$ cat src/rtl/pe_operand_collector.sv
// Operand collector ahead of the PE ALU: alu_fire is high for one cycle, at least 2 cycles after a context is accepted.
// cfg_ready is low from acceptance until the cycle after issue or timeout; throughput is at most 1 instruction per 3 cycles.
module pe_operand_collector #(
  parameter int WIDTH   = 32,
  parameter int TIMEOUT = 255,
  parameter int TO_W    = 8
) (
  input  logic             clk,
  input  logic             reset,
  input  logic             cfg_valid,
  output logic             cfg_ready,
  input  logic [5:0]       cfg_op,
  input  logic [2:0]       cfg_lhs_sel,
  input  logic [2:0]       cfg_rhs_sel,
  input  logic [WIDTH-1:0] cfg_const,
  input  logic [WIDTH:0]   in_north,
  input  logic [WIDTH:0]   in_east,
  input  logic [WIDTH:0]   in_south,
  input  logic [WIDTH:0]   in_west,
  input  logic [WIDTH-1:0] alu_result,
  output logic [WIDTH:0]   op_LHS,
  output logic [WIDTH:0]   op_RHS,
  output logic [WIDTH:0]   op_SHIFT,
  output logic [WIDTH-1:0] op_predicate,
  output logic [5:0]       operation,
  output logic             alu_fire,
  output logic             collect_timeout
);

  typedef enum logic [1:0] {IDLE, COLLECT, ISSUE} state_t;

  state_t           state;
  logic [5:0]       lat_op;
  logic [2:0]       lat_lhs_sel;
  logic [2:0]       lat_rhs_sel;
  logic [WIDTH-1:0] lat_const;
  logic             lhs_got;
  logic             rhs_got;
  logic [WIDTH:0]   lhs_val;
  logic [WIDTH:0]   rhs_val;
  logic [TO_W-1:0]  to_cnt;

  logic [WIDTH+1:0] lhs_pick;
  logic [WIDTH+1:0] rhs_pick;
  logic             lhs_got_n;
  logic             rhs_got_n;
  logic [WIDTH:0]   lhs_val_n;
  logic [WIDTH:0]   rhs_val_n;
  logic             is_select;
  logic             fire;
  logic             timeout_hit;

  // Returns {captured, value}; unused selects count as captured with an invalid zero.
  function automatic logic [WIDTH+1:0] pick(
    input logic [2:0]       sel,
    input logic [WIDTH:0]   n,
    input logic [WIDTH:0]   e,
    input logic [WIDTH:0]   s,
    input logic [WIDTH:0]   w,
    input logic [WIDTH-1:0] cst,
    input logic [WIDTH:0]   shf
  );
    logic [WIDTH+1:0] r;
    r = '0;
    case (sel)
      3'd0:    r = {n[WIDTH], n};
      3'd1:    r = {e[WIDTH], e};
      3'd2:    r = {s[WIDTH], s};
      3'd3:    r = {w[WIDTH], w};
      3'd4:    r = {1'b1, 1'b1, cst};
      3'd5:    r = {shf[WIDTH], shf};
      default: r = {1'b1, {(WIDTH+1){1'b0}}};
    endcase
    return r;
  endfunction

  assign lhs_pick = pick(lat_lhs_sel, in_north, in_east, in_south, in_west, lat_const, op_SHIFT);
  assign rhs_pick = pick(lat_rhs_sel, in_north, in_east, in_south, in_west, lat_const, op_SHIFT);

  always_comb begin
    lhs_got_n = lhs_got;
    lhs_val_n = lhs_val;
    rhs_got_n = rhs_got;
    rhs_val_n = rhs_val;
    if (!lhs_got && lhs_pick[WIDTH+1]) begin
      lhs_got_n = 1'b1;
      lhs_val_n = lhs_pick[WIDTH:0];
    end
    if (!rhs_got && rhs_pick[WIDTH+1]) begin
      rhs_got_n = 1'b1;
      rhs_val_n = rhs_pick[WIDTH:0];
    end
  end

  // Select fires on the first valid operand, or once both sides have resolved.
  assign is_select   = (lat_op[4:0] == 5'b10000);
  assign fire        = is_select ? ((lhs_got_n && lhs_val_n[WIDTH]) ||
                                    (rhs_got_n && rhs_val_n[WIDTH]) ||
                                    (lhs_got_n && rhs_got_n))
                                 : (lhs_got_n && rhs_got_n);
  assign timeout_hit = (to_cnt == TO_W'(TIMEOUT - 1));
  assign cfg_ready   = (state == IDLE);

  always_ff @(posedge clk) begin
    if (reset) begin
      state           <= IDLE;
      lat_op          <= '0;
      lat_lhs_sel     <= '0;
      lat_rhs_sel     <= '0;
      lat_const       <= '0;
      lhs_got         <= 1'b0;
      rhs_got         <= 1'b0;
      lhs_val         <= '0;
      rhs_val         <= '0;
      to_cnt          <= '0;
      op_LHS          <= '0;
      op_RHS          <= '0;
      op_SHIFT        <= '0;
      op_predicate    <= '0;
      operation       <= '0;
      alu_fire        <= 1'b0;
      collect_timeout <= 1'b0;
    end else begin
      op_LHS          <= '0;
      op_RHS          <= '0;
      op_predicate    <= '0;
      operation       <= '0;
      alu_fire        <= 1'b0;
      collect_timeout <= 1'b0;
      case (state)
        IDLE: begin
          if (cfg_valid) begin
            lat_op      <= cfg_op;
            lat_lhs_sel <= cfg_lhs_sel;
            lat_rhs_sel <= cfg_rhs_sel;
            lat_const   <= cfg_const;
            lhs_got     <= 1'b0;
            rhs_got     <= 1'b0;
            lhs_val     <= '0;
            rhs_val     <= '0;
            to_cnt      <= '0;
            state       <= COLLECT;
          end
        end
        COLLECT: begin
          lhs_got <= lhs_got_n;
          rhs_got <= rhs_got_n;
          lhs_val <= lhs_val_n;
          rhs_val <= rhs_val_n;
          if (fire) begin
            alu_fire     <= 1'b1;
            operation    <= lat_op;
            op_LHS       <= lhs_val_n;
            op_RHS       <= rhs_val_n;
            op_predicate <= {{(WIDTH-1){1'b0}}, lhs_val_n[WIDTH] & rhs_val_n[WIDTH]};
            state        <= ISSUE;
          end else if (timeout_hit) begin
            collect_timeout <= 1'b1;
            state           <= IDLE;
          end else begin
            to_cnt <= to_cnt + TO_W'(1);
          end
        end
        ISSUE: begin
          op_SHIFT <= {1'b1, alu_result};
          state    <= IDLE;
        end
        default: state <= IDLE;
      endcase
    end
  end

endmodule

$ cat config.mk
export PLATFORM = sky130hd
export DESIGN_NAME = pe_operand_collector
export DESIGN_NICKNAME = d
export VERILOG_FILES = /design/src/rtl/pe_operand_collector.sv
export SDC_FILE = /design/constraint.sdc
export NUM_CORES = 1
export LEC_CHECK = 0
export CORE_MARGIN = 1
export CORE_UTILIZATION = 40
export CTS_CLUSTER_SIZE = 8
export DETAILED_ROUTE_END_ITERATION = 12
export PLACE_DENSITY_LB_ADDON = 0.08
export SLEW_MARGIN = 15
export SYNTH_ARGS = -nofsm -noshare
export SYNTH_HDL_FRONTEND = slang
export SYNTH_SLANG_ARGS = --single-unit
$ cat constraint.sdc
create_clock -name clk -period 2.26 [get_ports clk]
set_clock_uncertainty 0.05 [all_clocks]
set_input_delay 0.452 -clock clk [delete_from_list [all_inputs] [get_ports clk]]
set_output_delay 0.452 -clock clk [all_outputs]
set_load 0.02 [all_outputs]
# Word-level counts from Yosys, hierarchy flattened
# Cells that the tools add are included.
[totals] latch_bits=0 out_inout_bits=140 n_memories=0 mem_bits_ro=0 elab_cells=83 ramBits=0 register_bits=261
[op_classes] div=0 eq_ne=18 bitwise=3 shifts=0 n_lt_le_gt_ge=0 addsub=1 n_mux=23 reduce_logical=20 n_mul=0
[op_table] operator="$pmux 34 s6" n=2
[op_table] operator="$pmux 33 s2" n=2
[op_table] operator="$mux 33" n=3
[op_table] operator="$mux 8" n=3
[op_table] operator="$pmux 8 s2" n=1
[op_table] operator="$eq 3x2->1 const B" n=4
[op_table] operator="$eq 3x3->1 const B" n=4
[op_table] operator="$add 8x1->8 const B" n=1
[op_table] operator="$eq 8x8->1 const B" n=1
[op_table] operator="$eq 3x1->1 const B" n=2
[op_table] operator="$logic_not 3->1" n=2
[op_table] operator="$mux 1" n=6
[op_table] operator="$mux 2" n=3
[op_table] operator="$ne 2x2->1 const B" n=3
[op_table] operator="$reduce_and 2->1" n=3
[op_table] operator="$reduce_or 3->1" n=2
[op_table] operator="$eq 5x5->1 const B" n=1
[op_table] operator="$logic_and 1x1->1" n=5
[op_table] operator="$pmux 1 s2" n=2
[op_table] operator="$pmux 2 s2" n=1
[op_table] operator="$reduce_and 4->1" n=1
[op_table] operator="$ne 3x3->1 const B" n=1
[op_table] operator="$eq 2x1->1 const B" n=1
[op_table] operator="$eq 2x2->1 const B" n=1
[op_table] operator="other kinds (7)" n=10

# Depth between registers and ports, before layout
[depth] depth_word=10 ltp_mapped=10 depth_no_buf=8

# Worst setup path before layout
# OpenSTA, ideal clock, no wires.
[synth_timing] path_kind="reg-to-reg" from="register lat_rhs_sel[1]" to="register op_LHS[24]" path_buffers=3 t_required_ps=2072 path_slack_ps=34 arrival_time_ps=2038 stages_incl_launch_ff=11 cell_sequence="dfxtp_1 > buf_6 > mux2_4 > a221oi_1 > a21boi_2 > a2bb2oi_4 > nor2b_1 > nand2b_1 > buf_4 > buf_4 > a211oi_1"
[synth_via] elab_chain_len=10 elab_cells_between_ends=17 classes_between="5 x eq/ne; 4 x mux; 1 x bitwise; 7 x reduce/logical"
[synth_rtl] item="from (decl)" line="35" text="logic [2:0] lat_rhs_sel;"
[synth_rtl] item="from (signal assigned)" line="135" text="lat_rhs_sel <= cfg_rhs_sel;"
[synth_rtl] item="$eq 3x3->1 (tied with other cells)" line="65" text="case (sel)"
[synth_rtl] item="$pmux 34 s6 (*)" line="65"
[synth_rtl] item="$logic_and 1x1->1" line="89" text="if (!rhs_got && rhs_pick[WIDTH+1]) begin"
[synth_rtl] item="$mux 1 or $mux 33 (tied branches)" line="89"
[synth_rtl] item="$logic_and 1x1->1" line="98" text="(rhs_got_n && rhs_val_n[WIDTH]) ||"
[synth_rtl] item="$logic_or 1x1->1" line="97" text="assign fire = is_select ? ((lhs_got_n && lhs_val_n[WIDTH]) ||"
[synth_rtl] item="$logic_or 1x1->1" line="98"
[synth_rtl] item="$mux 1 (*)" line="97"
[synth_rtl] item="$not 1->1 (no source line) (*)"
[synth_rtl] item="$reduce_or 3->1 (no source line) (*)"
[synth_rtl] item="to (signal assigned)" line="153" text="op_LHS <= lhs_val_n;"
[synth_rtl] item="to (decl)" line="21" text="output logic [WIDTH:0] op_LHS,"
# Every way passes the cells marked *; elsewhere a longest branch is shown, timed or not.
# A chain may end at the register's enable or synchronous reset.

# Worst setup path after layout
[layout_timing] from="register lat_rhs_sel[1]" to="register op_LHS[6]"
# The elaborated chain is that of the path after synthesis.

==> impl_metrics.csv <==
group,metric,value,unit
outcome,run_status,"complete, but fails checks",
outcome,failed_checks,"setup timing",
final_layout,layout-drive-gt1-share,0.1701,
timing,worst_pin_slew,0.8789,ns
final_layout,fillCellCount,2198,
route,wl_per_cell,23.40,um
die,core.rowCount,58,
final_layout,fin_area,16380,sq um
grt,grt_max_degree,53,
setup_path,critical_path.max_stage_delay,0.34,ns
cts,cts_buffers,35,
setup_path,cp_cell_sequence,"mux2_4, a221oi_4, and2_4, a2bb2oi_4, nor2b_4, nand2b_4, clkbuf_16, a211oi_1",
synth,yosysTopAreaCellShare,0.4402,
timing,fin_ws,-0.01164,ns
route,viasPerCell,5.912,
final_layout,syn_to_final_growth,56.58,%
final_layout,postLayoutCoreUtil,0.6448,
synth,syn_area_per_cell,8.341,sq um
timing,finalSetupViolCount,15,
cts,cts_tree,"yes",
timing,finalCriticalPeriod,2.272,ns
cts,clock_latency,0.50,ns
synth,ys_async_sr_fraction,0,
setup_path,startpoint_type,"flip-flop",
synth,synth-simple-area-share,0.1866,
route,drc,0,
synth,synth_warnings,0,
die,die_x,163.7,um
timing,min_period_over_period,1.005,
synth,synth_edf_count,0,
grt,grt_pass1_wl,66070,um
route,wirelength,45890,um
synth,muxShareOfSynthArea,0.02225,
grt,grt_pass1_vias,10880,
synth,synthAdderAreaFrac,0.002392,
synth,synth_cell_types,58,
worst_hold_path,hp-class,"in -> reg",
cts,cts.sinks,230,
synth,synth_compound_area_frac,0.2789,
grt,antenna_found_initial,3,
timing,rsz0062_at_grt,"true",
synth,synthXorXnorAreaFrac,0,
setup_path,crit_path_end_kind,"flip-flop",
die,die-area,26800,sq um
cts,clk_pin_slew,0.06,ns
setup_path,cp_num_buf_inv,1,
route,drtPass1Iterations,6,
route,ant_nets,0,
synth,yosysTopAreaCell,"dfxtp_1",
placement,io_buffers,319,
synth,synthCells,1254,
die,io_pins,351,
power_and_ir_drop,powerDensity,736.9,nW/um^2
placement,routabilityCongestion,0.8871,
power_and_ir_drop,leakagePower,6.143,nW
timing,finalMaxSlewViolations,0,
setup_path,cpLargestDelayFamily,"simple AND/OR/NAND/NOR gates",
timing,hold_ws,0.1622,ns
cts,clockBufferDepth,3,
final_layout,nNetsFinal,1835,
synth,seq_area_frac_synth,0.4402,
run,drv_cap,0,
die,coreArea,25400,sq um
placement,dpl.hpwl,31260,um
power_and_ir_drop,peakVddDrop,0.0005065,V
setup_path,cp_slowest_cell,"dfxtp_2",
setup_path,critPathArrivalTime,2.60,ns
route,vias,11590,
placement,post-place-ws,-0.5924,ns
grt,grt_remaining_overflow,0,
setup_path,worst_ep_required_time,2.59,ns
synth,ys_ff_latch,230,
die,initial_utilization,0.4118,
final_layout,multi_input_comb_area,5856,sq um
setup_path,crit_fanout,9,
cts,cts_max_level,2,
placement,dp_cells,1899,
timing,clock.fmax,0.4402,GHz
synth,synthTopCellsByArea,"dfxtp_1, a22oi_1, nand2_1, a22o_1, a21oi_1",
setup_path,worstSetupPathType,"reg -> reg",
synth,synthFlopType,"dfxtp_1",
grt,grt_usage,0.3276,
final_layout,regArea,4617,sq um
synth,netlist_area,10460,sq um
placement,placedInstanceArea,14640,sq um
synth,synth_top_family_by_area,"compound AO/OA/AOI/OAI gates",
cts,root_buffer,"clkbuf_16",
timing,hold_violations,0,
die,die_h,163.7,um
final_layout,fin_cells,1961,
timing,max-slew-margin-rel,0.4122,
route,drtIter0Drc,1283,
==> path summary, 6_finish.rpt <==
kind	start	to	slack, ns	cells after the start
setup reg to reg	lat_rhs_sel[1]	op_LHS[6]	-0.01	8
setup / recovery	lat_rhs_sel[1]	op_LHS[6]	-0.01	8
hold reg to reg	lhs_val[27]	lhs_val[27]	0.40	2
hold / removal	reset	lhs_got	0.16	2
==> cell usage in the layout (no fill, tap or decap), types with 5 or more instances in the layout <==
master           synthesis  layout
nor2_1                 114     109
nor3_2                   1      26
clkbuf_16                0      41
a221oi_2                 1      13
conb_1                   1      31
a211oi_2                 0      15
a21oi_1                 90      88
a221oi_1                25      10
nor3_1                  46      14
buf_6                    2       5
o21ai_0                 41      41
buf_12                   0      24
nand3_1                 44      44
dfxtp_1                230     226
a22oi_1                104     104
clkdlybuf4s50_1          0     315
a211oi_1                26      10
nand2_1                201     200
and2_1                  14       8
nor3_4                   0       8
buf_4                   38      80
a22o_1                  60      60
a221o_1                 23      23
nand2b_1                 8       5
nor2b_1                 10       5
mux2i_1                 15      13
inv_1                    7       7
==> timing repair <==
action	4_1_cts	5_1_grt
cloned	2	9
endpoints found under the setup margin	72	142
pin swaps	1	23
hold endpoints to repair	0	0
buffers inserted	2	4
resized for setup	34	77
hold buffers	0	0
==> layer usage <==
metal	vias to the layer above	routed length (um)	global-route usage
met4	2	1428	0.1111
met1	5552	19430	0.4448
met3	105	4244	0.06793
met2	689	20780	0.5150
met5	-	13	0
li1	5245	-	-
==> cell families (layout without fill, tap and decap cells) <==
family | after synthesis | after routing
compound gates | 402 | 402
other cells | 1 | 34
buf+inv | 147 | 488
fa+ha+maj | 2 | 2
mux | 21 | 21
simple gates | 451 | 454
flops | 230 | 230
==> state kept, by name (all words and copies together), names as in the netlist, 3 cells and up <==
| register | flops |
|---|---|
| lhs_val | 33 |
| op_LHS | 33 |
| op_RHS | 33 |
| op_SHIFT | 33 |
| rhs_val | 33 |
| lat_const | 32 |
| to_cnt | 8 |
| lat_op | 6 |
| operation | 6 |
| lat_lhs_sel | 3 |
| lat_rhs_sel | 3 |
==> worst register-to-register path: cells and delay by family, from the launching register on <==
family / cells / cell delay (ns)
compound gates: 3 / 0.53
flops: 1 / 0.34
mux: 1 / 0.34
buf+inv: 1 / 0.22
simple gates: 3 / 0.66
==> layout make-up <==
| class | instances | share of cell area |
|---|---|---|
| antenna | 3 | 0.0004584 |
| clock inverter | 4 | 0.002139 |
| clock buffer | 39 | 0.05439 |
| sequential | 230 | 0.2819 |
| inverter | 10 | 0.002597 |
| tap | 330 | 0.02521 |
| multi-input combinational | 910 | 0.3575 |
| timing repair buffer | 435 | 0.2758 |
==> Yosys cell counts (4+ instances only) <==
cell type  number
a211oi_1       26
and2_1         14
clkbuf_1       77
a221o_1        23
buf_4          38
mux2_2          4
nand2_1       201
buf_1           8
dfxtp_1       230
a22o_1         60
mux2i_1        15
a221oi_1       25
o21ai_0        41
buf_2          12
o22ai_1         4
nand2b_1        8
a21oi_1        90
nand3_1        44
nor2b_1        10
inv_1           7
nor2_1        114
nor3_1         46
a22oi_1       104
==> power breakdown <==
group	switching, mW	total [mW]	internal (mW)
Combinational	1.70	3.08	1.38
Sequential	0.160	4.41	4.25
Clock	1.82	4.58	2.77
Total	3.68	12.1	8.39
==> stage by stage <==
stage	power [mW]	setup TNS, ns
floorplan	5.809	0
global placement	7.162	-54.92
detailed placement	7.187	-59.15
CTS	11.84	-0.04667
global route	12.48	-2.027
finish	12.07	-0.08847
No activity file was read; power rests on OpenSTA's default activity.
